$ cat src/rtl/key_debounce_pkg.sv
// Shared state encodings, cycle defaults and helpers for the key debounce pulser.
package key_debounce_pkg;

    typedef enum logic [2:0] {
        ST_IDLE         = 3'd0,
        ST_PRESS_WAIT   = 3'd1,
        ST_PRESSED      = 3'd2,
        ST_HELD         = 3'd3,
        ST_RELEASE_WAIT = 3'd4
    } state_t;

    // Board timing at 50 MHz: 20 ms debounce, 1 s hold, 200 ms repeat.
    localparam int unsigned DEF_DEBOUNCE_CYCLES = 1000000;
    localparam int unsigned DEF_HOLD_CYCLES     = 50000000;
    localparam int unsigned DEF_REPEAT_CYCLES   = 10000000;

    // Short values so simulations finish quickly.
    localparam int unsigned SIM_DEBOUNCE_CYCLES = 4;
    localparam int unsigned SIM_HOLD_CYCLES     = 10;
    localparam int unsigned SIM_REPEAT_CYCLES   = 3;

    function automatic int unsigned max3(input int unsigned a, input int unsigned b,
                                         input int unsigned c);
        int unsigned m;
        m = (a > b) ? a : b;
        return (m > c) ? m : c;
    endfunction

endpackage

$ cat src/rtl/sync_2ff.sv
// Two-flop synchroniser for asynchronous board inputs (keys and switches).
module sync_2ff #(
    parameter logic RESET_VAL = 1'b0
) (
    input  logic clk,
    input  logic rst,
    input  logic d,
    output logic q
);

    logic stage1;

    // Shift the raw input through two flops; reset loads the idle level.
    always_ff @(posedge clk) begin
        if (!rst) begin
            stage1 <= RESET_VAL;
            q      <= RESET_VAL;
        end else begin
            stage1 <= d;
            q      <= stage1;
        end
    end

endmodule

$ cat src/rtl/key_debounce_pulser.sv
// Debounces an active-low pushbutton and produces press/release/hold/repeat
// pulses, a clean pressed level and a wrapping press counter.
module key_debounce_pulser
    import key_debounce_pkg::*;
#(
    parameter int unsigned DEBOUNCE_CYCLES = DEF_DEBOUNCE_CYCLES,
    parameter int unsigned HOLD_CYCLES     = DEF_HOLD_CYCLES,
    parameter int unsigned REPEAT_CYCLES   = DEF_REPEAT_CYCLES
) (
    input  logic       clk,
    input  logic       rst,
    input  logic       en,
    input  logic       btn_n,
    output logic       level,
    output logic       press_pulse,
    output logic       release_pulse,
    output logic       hold_pulse,
    output logic       repeat_pulse,
    output logic       event_pulse,
    output logic [7:0] press_count
);

    localparam int unsigned CW =
        $clog2(max3(DEBOUNCE_CYCLES, HOLD_CYCLES, REPEAT_CYCLES) + 1);
    localparam logic [CW-1:0] DEB_LAST  = CW'(DEBOUNCE_CYCLES - 1);
    localparam logic [CW-1:0] HOLD_LAST = CW'(HOLD_CYCLES - 1);
    localparam logic [CW-1:0] REP_LAST  = CW'(REPEAT_CYCLES - 1);

    logic          btn_sync;
    logic          btn_s;
    state_t        state;
    logic [CW-1:0] cnt;
    logic          held_flag;

    // Released key idles high, so the synchroniser resets to 1.
    sync_2ff #(
        .RESET_VAL(1'b1)
    ) u_sync (
        .clk(clk),
        .rst(rst),
        .d  (btn_n),
        .q  (btn_sync)
    );

    assign btn_s = ~btn_sync;

    // Debounce / hold / repeat FSM with all outputs registered alongside the state.
    always_ff @(posedge clk) begin
        if (!rst) begin
            state         <= ST_IDLE;
            cnt           <= '0;
            held_flag     <= 1'b0;
            level         <= 1'b0;
            press_pulse   <= 1'b0;
            release_pulse <= 1'b0;
            hold_pulse    <= 1'b0;
            repeat_pulse  <= 1'b0;
            event_pulse   <= 1'b0;
            press_count   <= 8'd0;
        end else if (!en) begin
            // Drop to idle silently; the press count is kept.
            state         <= ST_IDLE;
            cnt           <= '0;
            held_flag     <= 1'b0;
            level         <= 1'b0;
            press_pulse   <= 1'b0;
            release_pulse <= 1'b0;
            hold_pulse    <= 1'b0;
            repeat_pulse  <= 1'b0;
            event_pulse   <= 1'b0;
        end else begin
            press_pulse   <= 1'b0;
            release_pulse <= 1'b0;
            hold_pulse    <= 1'b0;
            repeat_pulse  <= 1'b0;
            event_pulse   <= 1'b0;
            unique case (state)
                ST_IDLE: begin
                    level <= 1'b0;
                    cnt   <= '0;
                    if (btn_s) state <= ST_PRESS_WAIT;
                end
                ST_PRESS_WAIT: begin
                    if (!btn_s) begin
                        state <= ST_IDLE;
                        cnt   <= '0;
                    end else if (cnt == DEB_LAST) begin
                        state       <= ST_PRESSED;
                        cnt         <= '0;
                        level       <= 1'b1;
                        press_pulse <= 1'b1;
                        event_pulse <= 1'b1;
                        press_count <= press_count + 8'd1;
                    end else begin
                        cnt <= cnt + 1'b1;
                    end
                end
                ST_PRESSED: begin
                    if (!btn_s) begin
                        state     <= ST_RELEASE_WAIT;
                        cnt       <= '0;
                        held_flag <= 1'b0;
                    end else if (cnt == HOLD_LAST) begin
                        state      <= ST_HELD;
                        cnt        <= '0;
                        hold_pulse <= 1'b1;
                    end else begin
                        cnt <= cnt + 1'b1;
                    end
                end
                ST_HELD: begin
                    if (!btn_s) begin
                        state     <= ST_RELEASE_WAIT;
                        cnt       <= '0;
                        held_flag <= 1'b1;
                    end else if (cnt == REP_LAST) begin
                        cnt          <= '0;
                        repeat_pulse <= 1'b1;
                        event_pulse  <= 1'b1;
                    end else begin
                        cnt <= cnt + 1'b1;
                    end
                end
                ST_RELEASE_WAIT: begin
                    if (btn_s) begin
                        // Release bounce: resume where we were, timing restarts.
                        state <= held_flag ? ST_HELD : ST_PRESSED;
                        cnt   <= '0;
                    end else if (cnt == DEB_LAST) begin
                        state         <= ST_IDLE;
                        cnt           <= '0;
                        level         <= 1'b0;
                        release_pulse <= 1'b1;
                    end else begin
                        cnt <= cnt + 1'b1;
                    end
                end
                default: begin
                    state <= ST_IDLE;
                    cnt   <= '0;
                end
            endcase
        end
    end

endmodule

$ cat config.mk
export PLATFORM = sky130hd
export DESIGN_NAME = key_debounce_pulser
export DESIGN_NICKNAME = d
export VERILOG_FILES = /design/src/rtl/key_debounce_pkg.sv /design/src/rtl/sync_2ff.sv /design/src/rtl/key_debounce_pulser.sv
export SDC_FILE = /design/constraint.sdc
export NUM_CORES = 1
export LEC_CHECK = 0
export ABC_CLOCK_PERIOD_IN_PS = 4500
export BUFFER_PORTS_ARGS = -buffer_cell sky130_fd_sc_hd__buf_2
export CAP_MARGIN = 20
export CELL_PAD_IN_SITES_DETAIL_PLACEMENT = 1
export CELL_PAD_IN_SITES_GLOBAL_PLACEMENT = 1
export CORE_MARGIN = 8
export CORE_UTILIZATION = 48
export DETAILED_ROUTE_END_ITERATION = 12
export PLACE_DENSITY_LB_ADDON = 0.1
export SYNTH_ARGS = -nofsm -noshare
export SYNTH_HDL_FRONTEND = slang
export SYNTH_SLANG_ARGS = --single-unit
export TNS_END_PERCENT = 10
$ cat constraint.sdc
create_clock -name clk -period 4.5 [get_ports clk]
set_input_delay 0.45 -clock clk [delete_from_list [all_inputs] [get_ports clk]]
set_output_delay 0.45 -clock clk [all_outputs]
set_load 0.1 [all_outputs]
==> results.md <==
* Post-CTS Hold Buffers at 0
* GRT Util Overall at 15.03%
* Setup bufs post-CTS at 0
* Max-cap violation count at 0
* Hold Path Depth at 2
* Clock Pin Slew Worst Setup and Hold Paths at 0.08 ns
* Crit path arrival time at 2.54 ns
* Skew-Pair Late Insertion Delay at 0.30 ns
* Die H at between 80 and 90 microns
* Post-cts repair resize count at 0
* Post-synthesis cell count at 249
* Post-synthesis sequential area ratio at 42.32%
* Initial antenna violation count at 0
* Worst Skew at 0.01045 ns
* Critical Path Sink Type: flop
* R2R Path End: cnt[25]
* Post-Route Utilization at 55.03%
* Ys Warns at 0
* Max Clock Freq at ~0.42 GHz
* DR vias/cell at 5.651
* Critical R2R Launch: cnt[20]
* Largest family of logic cells by synthesized area: simple AND/OR/NAND/NOR gates
* Inserted Clock Buffers at 5
* Fraction of layout cells with a size suffix above 1 at 10.15%
* Critical path buffer and inverter count at 1
* CORE AREA at 0.004354 sq mm
* Simple-Gate Fraction of Synth Area at 35.60%
* Hold Path Class: in -> reg
* DR pass1 iterations at 4
* DRC viols at 0
* Status: complete, no violations
* Number of global-route vias before repair at 1,784
* Crit-path max FO at 23
* Ys flop type: dfxtp_1
* PortBufs at 17
* WL final at approximately 5.0 mm
* H-tree levels at 2
* Unrepaired setup endpoints after global routing: no
* Die width at 83.33 microns
* Initial drt markers at 67
* Min-delay src: btn_n
* CTS sink cnt at 46
* Number of flops mapped to enable cells by yosys at 0
* Adder-Cell Fraction of Synth Area at 1.150%
* CP Launch Type: flop
* Maximum VDD drop at 0.1481 mV
* Final setup vio count at 0
* Cell Chain, Critical Path: nor4b_1 > nand4b_4 > or2_1 > a211oi_4 > buf_8 > nor2_1
* Avg Cell Area, Syn at 8.738 sq um
* Worst-Margin Slew at between 0.9 and 1 ns
* Main area contributors after synthesis: dfxtp_1 (42%), nor2_1 (6.9%), xor2_1 (6.4%), xnor2_1 (4.4%), nand3_1 (4.4%)
* Leak at 0.8530 nW
* Fill cells at about 540
* Max Slew Vio Count at 0
* ANT nets after route at 0
* Antenna diodes at 0
* Row count at 24
* P&R area growth vs syn at 10.12%
* Root Buffer: clkbuf_8
* Final HPWL DP at 3.717 mm
* Final Cycle Share at between 50% and 60%
* Most common cell in the netlist: dfxtp_1
* P per Cell Area at roughly 300 mW/mm^2
* Initial core utilization at 49.97%
* Synth Area in Compound Gates at under 10%
* Die area at 0.006943 sq mm
* First-pass GRT wire length at 8.721 mm
* Post-Syn Nets at 255
* Bufs on Longest Clock Path at 2
* Mapped Area at 0.002176 sq mm
* Largest net degree at the start of global routing at 27
* CP peak stage delay at about 0.58 ns
* Setup TNS at 0 ns
* Reg2Reg Setup Slack at between 2 and 2.5 ns
* Overflow after GRT at 0
* Critical path required time at 4.69 ns
* Worst slew margin at 38.29%
* Portion of netlist area occupied by mux cells at less than 1%
* Final min period at 2.353 ns
* Nets at about 270
* CP top delay family: simple AND/OR/NAND/NOR gates
* TritonCTS clock tree: done
* Final Wtd Congestion at 0.7775
* Asr flop ratio synth at 0%
* Final hold violations at 0
* Post-synth top cells: dfxtp_1 (46), nor2_1 (40), nand3_1 (19)
* Area leader, netlist: dfxtp_1
* Slowest stage cell on the critical path: nor4b_1
* Top Ports at 18
* Synth top area share at 42.32%
* FF+latch count, synth at 46
* XOR/XNOR Fraction of Synth Area at 10.87%
* Hold Crit Endpoint: u_sync.stage1
* DR vias at between 1.5k and 2k
* Distinct cells, synth at 41
* WL/cell at 15.78 microns
* Critical path class: reg -> reg
* Number of cells on the worst reg-to-reg path at 6
registers in the layout, summed over array words and instances (netlist names):
| register | flops |
|---|---|
| cnt | 26 |
| press_pulse | 1 |
| level | 1 |
| release_pulse | 1 |
| held_flag | 1 |
| press_count | 8 |
| u_sync.q | 1 |
| u_sync.stage1 | 1 |
| state | 3 |
| event_pulse | 1 |
| repeat_pulse | 1 |
| hold_pulse | 1 |
cell usage in the layout, fill, tap and decap left out, types with 5 or more instances in the layout:
cell / n
dfxtp_1: 46
nor2_1: 40
nand3_1: 19
buf_2: 17
xor2_1: 16
nand2_1: 15
nand4_1: 11
xnor2_1: 11
nor3_1: 9
nor4_1: 8
nor2b_1: 6
clkbuf_8: 5
worst max-delay path by stage:
stage / cells past startpoint / start / to / slack, ns
2_1_floorplan: 8 / cnt[12] / cnt[18] / 2.36
3_3_place_gp: 5 / cnt[20] / cnt[3] / 1.71
3_5_place_dp: 5 / cnt[20] / cnt[19] / 1.64
4_1_cts: 5 / cnt[20] / cnt[19] / 1.61
5_1_grt: 6 / cnt[20] / cnt[14] / 1.98
6_report: 6 / cnt[20] / cnt[25] / 2.15
where the power goes:
part	switching [W]	leakage (nW)	total (W)	internal (W)
logic	0.00000389	0.430	0.00000663	0.00000274
clock network	0.000135	0.0524	0.000301	0.000166
registers	0.00000134	0.371	0.000409	0.000408
total	0.000140	0.853	0.000716	0.000577
logic make-up (layout without fill, tap and decap cells):
family | Yosys count | after routing
compound gates | 18 | 18
buf+inv | 13 | 30
fa+ha+maj | 2 | 2
mux | 2 | 2
xor+xnor | 27 | 27
simple gates | 141 | 141
flops | 46 | 46
metal layers:
metal	GRT usage [%]	part of all wire, %	vias to the layer above
met5	0	0	-
met4	6.230	1.5	0
met2	23.69	47	14
li1	-	-	907
met3	3.516	2.3	7
met1	19.07	49	869
final cells by class:
type / count / area, sq um / share of cell area (%)
Inverter: 4 / 15.01 / 0.6266
Tap cell: 52 / 65.06 / 2.715
Sequential cell: 46 / 920.9 / 38.43
Clock buffer: 7 / 76.32 / 3.185
Timing Repair Buffer: 18 / 100.1 / 4.178
Clock inverter: 1 / 30.03 / 1.253
Multi-Input combinational cell: 190 / 1189 / 49.61
per-stage QoR:
step	hold WS, ns	setup WS (ns)	cell area [sq um]	instances	power [W]
finish	0.3295	2.147	2396	318	0.0007165
detailed placement	0.4251	1.642	2275	309	0.0004252
global route	0.3324	1.979	2396	318	0.0007451
floorplan	0.3863	2.358	2176	249	0.0004218
CTS	0.3241	1.613	2381	317	0.0007285
global placement	0.3889	1.711	2275	309	0.0004250
Power figures use the tool's default switching activity.
